`src/rtl/coin_acceptor.sv`:
```
// coin_acceptor: front end for the vending FSM coin inputs.
// Synchronises and debounces the raw nickel/dime sensors, classifies each
// insertion (nickel, dime or reject), queues accepted coins in a small FIFO
// and replays them as single-cycle pulses separated by a guard gap.
//
// Ports:
//   clk, rst                 clock, asynchronous active-high reset
//   sense_nickel, sense_dime raw asynchronous coin sensors (may bounce)
//   hold                     downstream busy; no new pulse starts while high
//   nickel, dime             one-cycle accepted-coin pulses
//   reject                   one-cycle pulse for an invalid insertion
//   overflow                 one-cycle pulse when a valid coin is dropped
//   occupancy                current FIFO entry count
module coin_acceptor #(
  parameter int unsigned DEBOUNCE = 4,
  parameter int unsigned DEPTH    = 4,
  parameter int unsigned GAP      = 1
) (
  input  logic                     clk,
  input  logic                     rst,
  input  logic                     sense_nickel,
  input  logic                     sense_dime,
  input  logic                     hold,
  output logic                     nickel,
  output logic                     dime,
  output logic                     reject,
  output logic                     overflow,
  output logic [$clog2(DEPTH):0]   occupancy
);

  localparam int unsigned AW       = $clog2(DEPTH);
  localparam int unsigned CW       = AW + 1;
  localparam int unsigned DW       = $clog2(DEBOUNCE + 1);
  localparam int unsigned GW       = (GAP > 1) ? $clog2(GAP) : 1;
  localparam int unsigned GAP_LAST = (GAP > 0) ? GAP - 1 : 0;

  typedef enum logic [1:0] {
    ST_IDLE,
    ST_EMIT,
    ST_GAP
  } state_e;

  // Channel index 0 = nickel, 1 = dime.
  logic [1:0]       sync1_q, sync1_d;
  logic [1:0]       sync2_q, sync2_d;
  logic [1:0]       deb_q, deb_d;
  logic [DW-1:0]    db_cnt_q [2];
  logic [DW-1:0]    db_cnt_d [2];

  logic [DEPTH-1:0] mem_q, mem_d;
  logic [AW-1:0]    wr_ptr_q, wr_ptr_d;
  logic [AW-1:0]    rd_ptr_q, rd_ptr_d;
  logic [CW-1:0]    count_q, count_d;

  state_e           state_q, state_d;
  logic [GW-1:0]    gap_cnt_q, gap_cnt_d;

  logic             nickel_q, nickel_d;
  logic             dime_q, dime_d;
  logic             reject_q, reject_d;
  logic             overflow_q, overflow_d;

  logic [1:0]       rise;
  logic             push, push_coin, push_ok, pop, full, start_ok;

  // Synchroniser and per-channel debounce counters.
  always_comb begin
    sync1_d = {sense_dime, sense_nickel};
    sync2_d = sync1_q;
    deb_d   = deb_q;
    for (int ch = 0; ch < 2; ch++) begin
      db_cnt_d[ch] = '0;
      if (sync2_q[ch] != deb_q[ch]) begin
        if (db_cnt_q[ch] == DW'(DEBOUNCE - 1)) begin
          deb_d[ch] = sync2_q[ch];
        end else begin
          db_cnt_d[ch] = db_cnt_q[ch] + DW'(1);
        end
      end
    end
  end

  // Classify on the cycle a debounced level rises; a rise while the other
  // channel is already (or simultaneously) high is an invalid insertion.
  always_comb begin
    rise      = deb_d & ~deb_q;
    push      = 1'b0;
    push_coin = 1'b0;
    reject_d  = 1'b0;
    if (rise == 2'b01 && !deb_q[1]) begin
      push = 1'b1;
    end else if (rise == 2'b10 && !deb_q[0]) begin
      push      = 1'b1;
      push_coin = 1'b1;
    end else if (rise != 2'b00) begin
      reject_d = 1'b1;
    end
  end

  // Output sequencer. The last cycle of the gap doubles as the idle decision
  // point so queued coins go out exactly 1+GAP cycles apart.
  always_comb begin
    state_d   = state_q;
    gap_cnt_d = gap_cnt_q;
    pop       = 1'b0;
    nickel_d  = 1'b0;
    dime_d    = 1'b0;
    start_ok  = 1'b0;
    case (state_q)
      ST_IDLE: start_ok = 1'b1;
      ST_EMIT: begin
        if (GAP == 0) begin
          start_ok = 1'b1;
        end else begin
          state_d   = ST_GAP;
          gap_cnt_d = '0;
        end
      end
      ST_GAP: begin
        if (gap_cnt_q == GW'(GAP_LAST)) begin
          start_ok = 1'b1;
        end else begin
          gap_cnt_d = gap_cnt_q + GW'(1);
        end
      end
      default: state_d = ST_IDLE;
    endcase
    if (start_ok) begin
      if (count_q != '0 && !hold) begin
        pop      = 1'b1;
        state_d  = ST_EMIT;
        nickel_d = ~mem_q[rd_ptr_q];
        dime_d   = mem_q[rd_ptr_q];
      end else begin
        state_d = ST_IDLE;
      end
    end
  end

  // Coin FIFO; a pop in the same cycle frees room for a push when full.
  always_comb begin
    full       = (count_q == CW'(DEPTH));
    push_ok    = push && (!full || pop);
    overflow_d = push && full && !pop;
    mem_d      = mem_q;
    wr_ptr_d   = wr_ptr_q;
    rd_ptr_d   = rd_ptr_q;
    count_d    = count_q;
    if (push_ok) begin
      mem_d[wr_ptr_q] = push_coin;
      wr_ptr_d        = wr_ptr_q + AW'(1);
    end
    if (pop) begin
      rd_ptr_d = rd_ptr_q + AW'(1);
    end
    if (push_ok && !pop) begin
      count_d = count_q + CW'(1);
    end else if (pop && !push_ok) begin
      count_d = count_q - CW'(1);
    end
  end

  // State registers.
  always_ff @(posedge clk or posedge rst) begin
    if (rst) begin
      sync1_q     <= '0;
      sync2_q     <= '0;
      deb_q       <= '0;
      db_cnt_q[0] <= '0;
      db_cnt_q[1] <= '0;
      mem_q       <= '0;
      wr_ptr_q    <= '0;
      rd_ptr_q    <= '0;
      count_q     <= '0;
      state_q     <= ST_IDLE;
      gap_cnt_q   <= '0;
      nickel_q    <= 1'b0;
      dime_q      <= 1'b0;
      reject_q    <= 1'b0;
      overflow_q  <= 1'b0;
    end else begin
      sync1_q     <= sync1_d;
      sync2_q     <= sync2_d;
      deb_q       <= deb_d;
      db_cnt_q[0] <= db_cnt_d[0];
      db_cnt_q[1] <= db_cnt_d[1];
      mem_q       <= mem_d;
      wr_ptr_q    <= wr_ptr_d;
      rd_ptr_q    <= rd_ptr_d;
      count_q     <= count_d;
      state_q     <= state_d;
      gap_cnt_q   <= gap_cnt_d;
      nickel_q    <= nickel_d;
      dime_q      <= dime_d;
      reject_q    <= reject_d;
      overflow_q  <= overflow_d;
    end
  end

  assign nickel    = nickel_q;
  assign dime      = dime_q;
  assign reject    = reject_q;
  assign overflow  = overflow_q;
  assign occupancy = count_q;

endmodule

```
`config.mk`:
```
export PLATFORM = sky130hd
export DESIGN_NAME = coin_acceptor
export DESIGN_NICKNAME = d
export VERILOG_FILES = /design/src/rtl/coin_acceptor.sv
export SDC_FILE = /design/constraint.sdc
export NUM_CORES = 1
export LEC_CHECK = 0
export CAP_MARGIN = 20
export CORE_MARGIN = 5
export CORE_UTILIZATION = 26
export CTS_CLUSTER_DIAMETER = 100
export DETAILED_ROUTE_END_ITERATION = 6
export SYNTH_ARGS = -nofsm -noshare
export SYNTH_HDL_FRONTEND = slang
export SYNTH_SLANG_ARGS = --single-unit
```
`constraint.sdc`:
```
create_clock -name clk -period 3.3 [get_ports clk]
set_clock_uncertainty 0.15 [all_clocks]
set_input_delay 0.66 -clock clk [delete_from_list [all_inputs] [get_ports clk]]
set_output_delay 0.66 -clock clk [all_outputs]
set_load 0.005 [all_outputs]
```
Word level (Yosys, flattened, before mapping)
Cells that the tools add are included.
{"block": "op_classes", "add_sub_neg": 7, "n_mul": 0, "n_div": 0, "n_lt_le_gt_ge": 3, "n_eq_ne": 10, "shifts": 0, "n_mux": 34, "bitwise": 3, "n_reduce_logical": 22}
{"operator": "$mux 1", "count": 21}
{"operator": "$mux 3", "count": 6}
{"operator": "$add 3x1->3 const B", "count": 3}
{"operator": "$logic_and 1x1->1", "count": 9}
{"operator": "$eq 3x2->1 const B", "count": 2}
{"operator": "$logic_not 1->1", "count": 6}
{"operator": "$lt 2x3->1 const B", "count": 2}
{"operator": "$reduce_bool 2->1", "count": 3}
{"operator": "$add 2x1->2 const B", "count": 2}
{"operator": "$bwmux 4", "count": 1}
{"operator": "$eq 2x1->1 const B", "count": 2}
{"operator": "$eq 2x2->1 const B", "count": 2}
{"operator": "$pmux 1 s2", "count": 2}
{"operator": "$pmux 2 s2", "count": 1}
{"operator": "$eq 3x3->1 const B", "count": 1}
{"operator": "$reduce_bool 3->1", "count": 1}
{"operator": "$sub 3x1->3 const B", "count": 1}
{"operator": "$and 2x2->2", "count": 1}
{"operator": "$bmux 1 s2", "count": 1}
{"operator": "$demux 1 s2", "count": 1}
{"operator": "$ge 2x1->1 const B", "count": 1}
{"operator": "$logic_not 2->1", "count": 1}
{"operator": "$mux 2", "count": 1}
{"operator": "$ne 1x1->1", "count": 2}
{"operator": "other kinds (6)", "count": 6}
{"block": "word_totals", "ff_bits": 30, "latchBits": 0, "ramBits": 0, "romBits": 0, "in_bits": 5, "output_inout_bits": 7, "wordCells": 94, "memories": 0}

Depth between registers and ports, before layout
Gate-level depths: netlist (run 1).
{"block": "depth", "word_depth": 13, "ltp_mapped": 12, "mapped_depth_nobuf": 11}

Worst setup path before layout (run 1)
No wires, ideal clock.
{"block": "synth_timing", "path_type": "input port to flip-flop", "startpoint": "input hold", "endpoint": "register count_q[2] (netlist: occupancy[2])", "setup_time_ns": 0.079, "arrival_ns": 2.538, "required_time_ns": 3.071, "setup_slack_ns": 0.532, "stages": 10, "path_buffers": 0, "cell_sequence": "nor2_1 nor2_2 or4_4 inv_1 ha_1 inv_1 fa_1 xor2_1 nor2_1 xor2_1"}
{"block": "synth_via", "elab_chain_len": 9, "word_cells_on_any_way": 12, "cone_classes": "mux (3); reduce/logical (9)"}
{"element": "from (decl)", "line": "23", "text": "input logic hold,"}
{"element": "$logic_not 1->1 *", "line": "129", "text": "if (count_q != '0 && !hold) begin"}
{"element": "$logic_and 1x1->1 *", "line": "129"}
{"element": "$mux 1 *", "line": "129"}
{"element": "$mux 1 *", "line": "128", "text": "if (start_ok) begin"}
{"element": "$logic_or 1x1->1 *", "line": "143", "text": "push_ok = push && (!full || pop);"}
{"element": "$logic_and 1x1->1 *", "line": "143"}
{"element": "net push_ok", "line": "64", "text": "logic push, push_coin, push_ok, pop, full, start_ok;"}
{"element": "$logic_not 1->1", "line": "158", "text": "end else if (pop && !push_ok) begin"}
{"element": "$logic_and 1x1->1", "line": "158"}
{"element": "$reduce_bool 2->1 (no source line)"}
{"element": "to (signal assigned)", "line": "190", "text": "count_q <= count_d;"}
{"element": "to (decl)", "line": "53", "text": "logic [CW-1:0] count_q, count_d;"}
Mark *: on every way through the listed nets, which the timed path passes. The rest lies on a longest branch.
A chain may end at the register's enable or synchronous reset.

Worst setup path after layout (run 1)
Ends and elaborated chain as after synthesis.

==> metrics.md, run 1 <==
| Metric | Value |
|---|---|
| Leading area contributor after synthesis | dfrtp_1 |
| Io pins | 12 |
| Post-synthesis cell count | 98 |
| Final wirelength | 1990 µm |
| Crit path launch | hold |
| Clock sink count | 28 |
| Worst Tran Pin Value | 0.617 ns |
| PwrDens | 717 nW/µm² |
| Layout cells sized above 1 | 13.3% |
| Root Buffer | clkbuf_8 |
| Max-cap violations | 0 |
| Gr ovfl total | 0 |
| Final hold vios | 0 |
| Share of the synthesized area in the top cell type | 55.3% |
| Sequential share of the synthesized area | 55.3% |
| Top area cells in the synthesized netlist | dfrtp_1, ha_1, xnor2_1 |
| Hold Path Origin | sync1_q[0] |
| Critical Path RT | 3.35 ns |
| Die Y-Extent | 79.8 µm |
| ANT nets after route | 0 |
| Vias per std cell | 4.16 |
| # port buffers | 11 |
| Vias in the first global route | 761 |
| Final-report max-slew violation count | 0 |
| Storage cell area | 701 µm² |
| Worst-path maximum fanout | 3 |
| Area Growth Syn to Fin | 18.9% |
| Leakage | 0.693 nW |
| Status | complete, no violations |
| Fmax | 0.350 GHz |
| Top FF cell, synth | dfrtp_1 |
| CTS buffer count | 3 |
| Clk_lat worst skew | 0.27 ns |
| Seq cells post-synth | 28 |
| CTS H-tree lvls | 1 |
| DR vias | 748 |
| TritonCTS clock tree | yes |
| First-pass GRT wire length | 3530 µm |
| Multi-input gate area | 529 µm² |
| Drt wl/cell | 11.1 µm |
| Die width | 79.8 µm |
| Fraction of registers with async set/reset | 100% |
| Final Util | 31.9% |
| Post-CTS Resized | 0 |
| Crit. End Element | flop |
| Fin crit share | 86.5% |
| Syn. warnings | 0 |
| Most frequent cell after synthesis | dfrtp_1 |
| Post-route design area | 1510 µm² |
| Largest net degree at the start of global routing | 29 |
| Layout net count | 128 |
| Initial cell density of the core | 26.8% |
| WP data arrival | 2.91 ns |
| Setup Fix Bufs, Post-CTS | 0 |
| Maximum root-to-sink buffer count | 2 |
| Die footprint | 6370 µm² |
| VDD IR max | 0.241 mV |
| Dpl hpwl | 1490 µm |
| Number of setup violations in the final report | 0 |
| Cell Area, Synth | 1270 µm² |
| Cell Rows | 25 |
| Clk slew on worst S/H paths | 0.09 ns |
| TritonRoute pass-1 iters | 2 |
| DP Area | 1470 µm² |
| Reg-to-reg startpoint | db_cnt_q[0] |
| Hold Buf Count CTS | 0 |
| GP Congestion | 0.770 |
| Fill count | 477 |
| Crit path launch type | input port |
| Crit path kind | in -> reg |
| Total GRT Usage | 7.20% |
| HP Class | reg -> reg |
| Core footprint | 4720 µm² |
| Crit path time final | 2.86 ns |
| Number of synthesized flops with an enable pin | 0 |
| Max-slew headroom | 58.5% |
| RSZ-0062 raised after global routing | false |
| TNS Setup | 0 ns |
| Post-Syn Nets | 111 |
| Distinct cells, synth | 31 |
| Top cell types by occurrence after synthesis | dfrtp_1, ha_1, inv_1, xnor2_1 |
| Syn Area/Cell | 12.9 µm² |
| Initial antenna violation count | 0 |
| Starting DRT DRC Count | 41 |
| Drt drc | 0 |
| Diode count | 0 |
-- cells by family (layout without fill, tap and decap cells) --
logic type	Yosys count	count (layout)	share of synthesized area [%]
DFF	28	28	55.3
and+or+nand+nor	25	25	13.0
AOI/OAI and AO/OA	12	12	6.12
xor gates and xnor gates	9	9	6.22
adders and majority gates	8	8	8.49
muxes	8	8	7.90
buffers and inverters	8	23	2.96
-- routing by layer --
layer  share of wire [%]  wire length [µm]  vias to the layer above  global-route usage [%]
li1                    -                 -                      363                       -
met1                  47               931                      369                    8.49
met2                  48               962                       14                    12.4
met3                 4.7                94                        2                    3.05
met4                0.20                 4                        0                    1.01
met5                   0                 0                        -                       0
-- metrics by stage --
step	setup WS, ns	power [mW]	hold WS [ns]	cells
2_1_floorplan	0.532	0.779	0.181	98
3_3_place_gp	0.192	0.901	0.181	177
3_5_place_dp	0.144	0.915	0.188	177
4_1_cts	0.444	1.10	0.209	180
5_1_grt	0.313	1.17	0.215	180
6_report	0.445	1.08	0.204	180
-- placed cells by master, fill, tap and decap left out, drive strengths merged, types with 2 or more instances in the layout --
master and instances:
dfrtp 28, xor2 3, nor2 5, nand2 5, ha 7, buf 2
and3b 2, nor2b 2, mux2i 4, inv 7, clkdlybuf4s50 11, and2 2
nor3b 3, xnor2 6, clkbuf 3, mux2 3, nor3 2, o21ai 5
o211ai 4
-- state kept, by name, indices dropped and copies added (netlist names) --
name	flops
reject	1
rd_ptr_q	2
occupancy	3
wr_ptr_q	2
mem_q	4
sync1_q	2
state_q	1
nickel	1
sync2_q	2
dime	1
overflow	1
db_cnt_q	6
deb_q	2
-- critical path: stages --
cell and delay, ns:
clkdlybuf4s50_1 0.40, nor2_1 0.17, nor2_2 0.07, or4_4 0.51, inv_1 0.08, ha_1 0.17, inv_1 0.06, fa_1 0.37
xor2_1 0.17, nor2_1 0.11, xor2_1 0.14
-- final cells by class --
class / instances / share of cell area (%)
Sequential cell: 28 / 46.5
Inverter: 7 / 1.74
Clock buffer: 3 / 2.74
Tap cell: 67 / 5.56
Multi-Input combinational cell: 62 / 35.1
Timing Repair Buffer: 13 / 8.31
-- final timing paths --
path                                      to  slack, ns  depth (start not counted)
worst max-delay path            occupancy[2]       0.44                         11
worst min-delay path              sync2_q[0]       0.20                          0
worst max register to register  occupancy[2]       0.49                         11
worst min register to register    sync2_q[0]       0.20                          0
max in group asynchronous           mem_q[2]       2.14                          3
min in group asynchronous         sync1_q[1]       0.60                          3
-- report_power, final --
part	switching, mW	internal (mW)	total (mW)
Combinational	0.162	0.212	0.374
Sequential	0.0917	0.436	0.528
Clock	0.0970	0.0818	0.179
No activity file was read; power rests on OpenSTA's default activity.
==> inputs of run 2 (changes only) <==
- CTS_BUF_LIST: unset -> sky130_fd_sc_hd__clkbuf_16
- GPL_TIMING_DRIVEN: unset -> 0
==> run 2 against run 1 <==
  * Register-to-register slack worse by 0.09 ns
  * Global-route usage shrank 0.054 points
  * Sequential share of layout area is 1.7 points lower
  * Power up 8.6%
  * Critical path depth did not move
  * Final area is 3.8% higher
  * Largest cell class unchanged
==> metrics.md, run 2 (synthesis gave the netlist of run 1 again) <==
| Metric | Value |
|---|---|
| Status | complete, no violations |
| Initial antenna violation count | 0 (unchanged) |
| GP Congestion | 0.756 (-1.8%) |
| TritonRoute pass-1 iters | 2 (unchanged) |
| Clock sink count | 28 (unchanged) |
| Combinational share of power | 32.0% (-2.6 points) |
| Setup Fix Bufs, Post-CTS | 0 (unchanged) |
| Hold-critical path depth | 0 (unchanged) |
| Drt wl/cell | 11.4 µm (+2.8%) |
| Final hold vios | 0 (unchanged) |
| Core footprint | 4720 µm² (unchanged) |
| Post-CTS Resized | 0 (unchanged) |
| Gr ovfl total | 0 (unchanged) |
| Layout net count | 128 (unchanged) |
| Clk_lat worst skew | 0.26 ns (about the same) |
| Most common cell after layout, fill and taps aside | dfrtp_1 |
| # port buffers | 11 (unchanged) |
| Peak per-stage delay on the critical path | 0.53 ns (+0.02 ns) |
| Inst Count DP | 176 (-0.56%) |
| Hold Buf Count CTS | 0 (unchanged) |
| RSZ-0062 raised after global routing | false |
| Vias in the first global route | 810 (+6.4%) |
| Clock power frac | 22.8% (+6.3 points) |
| DR vias | 740 (-1.1%) |
| Drt drc | 0 (unchanged) |
| R2R cell count | 12 (+1) |
| TritonCTS clock tree | yes |
| Net Sw Power | 362 µW (+3.1%) |
| Total GRT Usage | 7.14% (-0.054 points) |
| Flop pwr share | 45.2% (-3.7 points) |
| Max-slew headroom | 54.3% (-4.2 points) |
| WP data arrival | 3.17 ns (+0.26 ns) |
| Final-report max-slew violation count | 0 (unchanged) |
| Dpl hpwl | 1530 µm (+2.8%) |
| Fin crit share | 95.1% (+8.6 points) |
| Clk slew on worst S/H paths | 0.06 ns (-0.03 ns) |
| Vias per std cell | 4.11 (-1.1%) |
| Critical Path RT | 3.33 ns (-0.02 ns) |
| Fill count | 468 (-1.9%) |
| HP Class | reg -> reg |
| First-pass GRT wire length | 3610 µm (+2.2%) |
| Internal power | 812 µW (+11%) |
| VDD IR max | 0.238 mV (-1.2%) |
| Die width | 79.8 µm (unchanged) |
| Crit path kind | in -> reg |
| Layout cells sized above 1 | 13.3% (unchanged) |
| Crit. End Element | flop |
| Reg with most FFs | db_cnt_q |
| TNS Setup | 0 ns (unchanged) |
| Switching share of total power | 30.8% (-1.7 points) |
| Crit path launch type | input port |
| Die footprint | 6370 µm² (unchanged) |
| Max reg flops | 6 (unchanged) |
| Cell Rows | 25 (unchanged) |
| Post-Layout Cell Count | 180 (unchanged) |
| Root Buffer | clkbuf_16 |
| Number of setup violations in the final report | 0 (unchanged) |
| CTS H-tree lvls | 1 (unchanged) |
| Io pins | 12 (unchanged) |
| DP Area | 1460 µm² (-0.26%) |
| Final wirelength | 2050 µm (+2.8%) |
| Crit path launch | hold |
| Initial cell density of the core | 26.8% (unchanged) |
| Leakage | 0.717 nW (+3.5%) |
| Worst hold slack | 0.198 ns (-0.00569 ns) |
| Die Y-Extent | 79.8 µm (unchanged) |
| Worst Tran Pin Value | 0.679 ns (+0.0622 ns) |
| CP max stage cell | or4_4 |
| Hold Path Origin | sync1_q[1] |
| Most frequent cells in the layout | dfrtp_1, clkdlybuf4s50_1, ha_1, inv_1, xnor2_1 |
| Crit path cell chain | clkdlybuf4s50_1 -> nor2_1 -> nor2_2 -> or4_4 -> inv_1 -> ha_1 -> inv_1 -> fa_1 -> xor2_1 -> nor2_1 -> xor2_1 |
| Crit path time final | 3.14 ns (+0.283 ns) |
| Largest net degree at the start of global routing | 29 (unchanged) |
| Diode count | 0 (unchanged) |
| CTS buffer count | 3 (unchanged) |
| Fmax | 0.319 GHz (-9.0%) |
| Max-cap violations | 0 (unchanged) |
| Maximum root-to-sink buffer count | 2 (unchanged) |
| PwrDens | 750 nW/µm² (+4.6%) |
| Post-route design area | 1560 µm² (+3.8%) |
| ANT nets after route | 0 (unchanged) |
| Area Growth Syn to Fin | 23.4% |
| Reg-to-reg startpoint | db_cnt_q[0] |
| Worst-path maximum fanout | 6 (+3) |
| Starting DRT DRC Count | 27 (-34%) |
==> run 2: cell types whose count changed in the layout (fill, tap and decap cells not counted) <==
cell / previous run / this run
buf_4: 2 / 0
clkbuf_8: 3 / 0
clkbuf_16: 0 / 3
buf_16: 0 / 1
buf_6: 0 / 1
==> run 2: critical path: cells and delay by family <==
family	cells	cell delay, ns
XOR/XNOR	2	0.33
adder cells (fa/ha/maj)	2	0.56
buffers and inverters	3	0.55
AND/OR/NAND/NOR	4	1.06
==> run 2: metrics by stage <==
step           setup WS (ns)  total power [mW]  utilization [%]
3_5_place_dp          -0.115             0.912             30.9
5_1_grt               0.0378              1.27             33.1
3_3_place_gp         -0.0994             0.890             30.9
6_report               0.161              1.17             33.1
4_1_cts                0.136              1.19             32.5
2_1_floorplan          0.532             0.779                -
==> run 2: worst paths after layout <==
| kind | endpoint | slack [ns] |
|---|---|---|
| min in group asynchronous | sync1_q[1] | 0.48 |
| min reg2reg | sync2_q[1] | 0.20 |
| max in group asynchronous | mem_q[1] | 2.12 |
| max reg2reg | occupancy[2] | 0.40 |
| min | sync2_q[1] | 0.20 |
| max | occupancy[2] | 0.16 |
==> run 2: layer usage <==
| metal | routed length (µm) | vias up | GRT usage, % |
|---|---|---|---|
| met1 | 923 | 362 | 8.05 |
| met4 | 4 | 0 | 0.845 |
| met2 | 1040 | 10 | 12.8 |
| li1 | - | 366 | - |
| met5 | 0 | - | 0 |
| met3 | 78 | 2 | 3.16 |
==> run 2: layout make-up <==
type                            instances  area, µm²  share of cell area [%]
Multi-Input combinational cell         62        529                    33.8
Timing Repair Buffer                   12        138                    8.80
Inverter                                7       26.3                    1.68
Clock buffer                            3       75.1                    4.80
Buffer                                  1       11.3                   0.720
Sequential cell                        28        701                    44.8
Tap cell                               67       83.8                    5.36
==> run 2: power groups by stage <==
stage / clock network (mW) / registers, mW / logic [mW]
global placement: 0 / 0.526 / 0.364
CTS: 0.275 / 0.532 / 0.381
detailed placement: 0 / 0.536 / 0.376
floorplan: 0 / 0.517 / 0.262
global route: 0.294 / 0.544 / 0.430
finish: 0.267 / 0.530 / 0.376
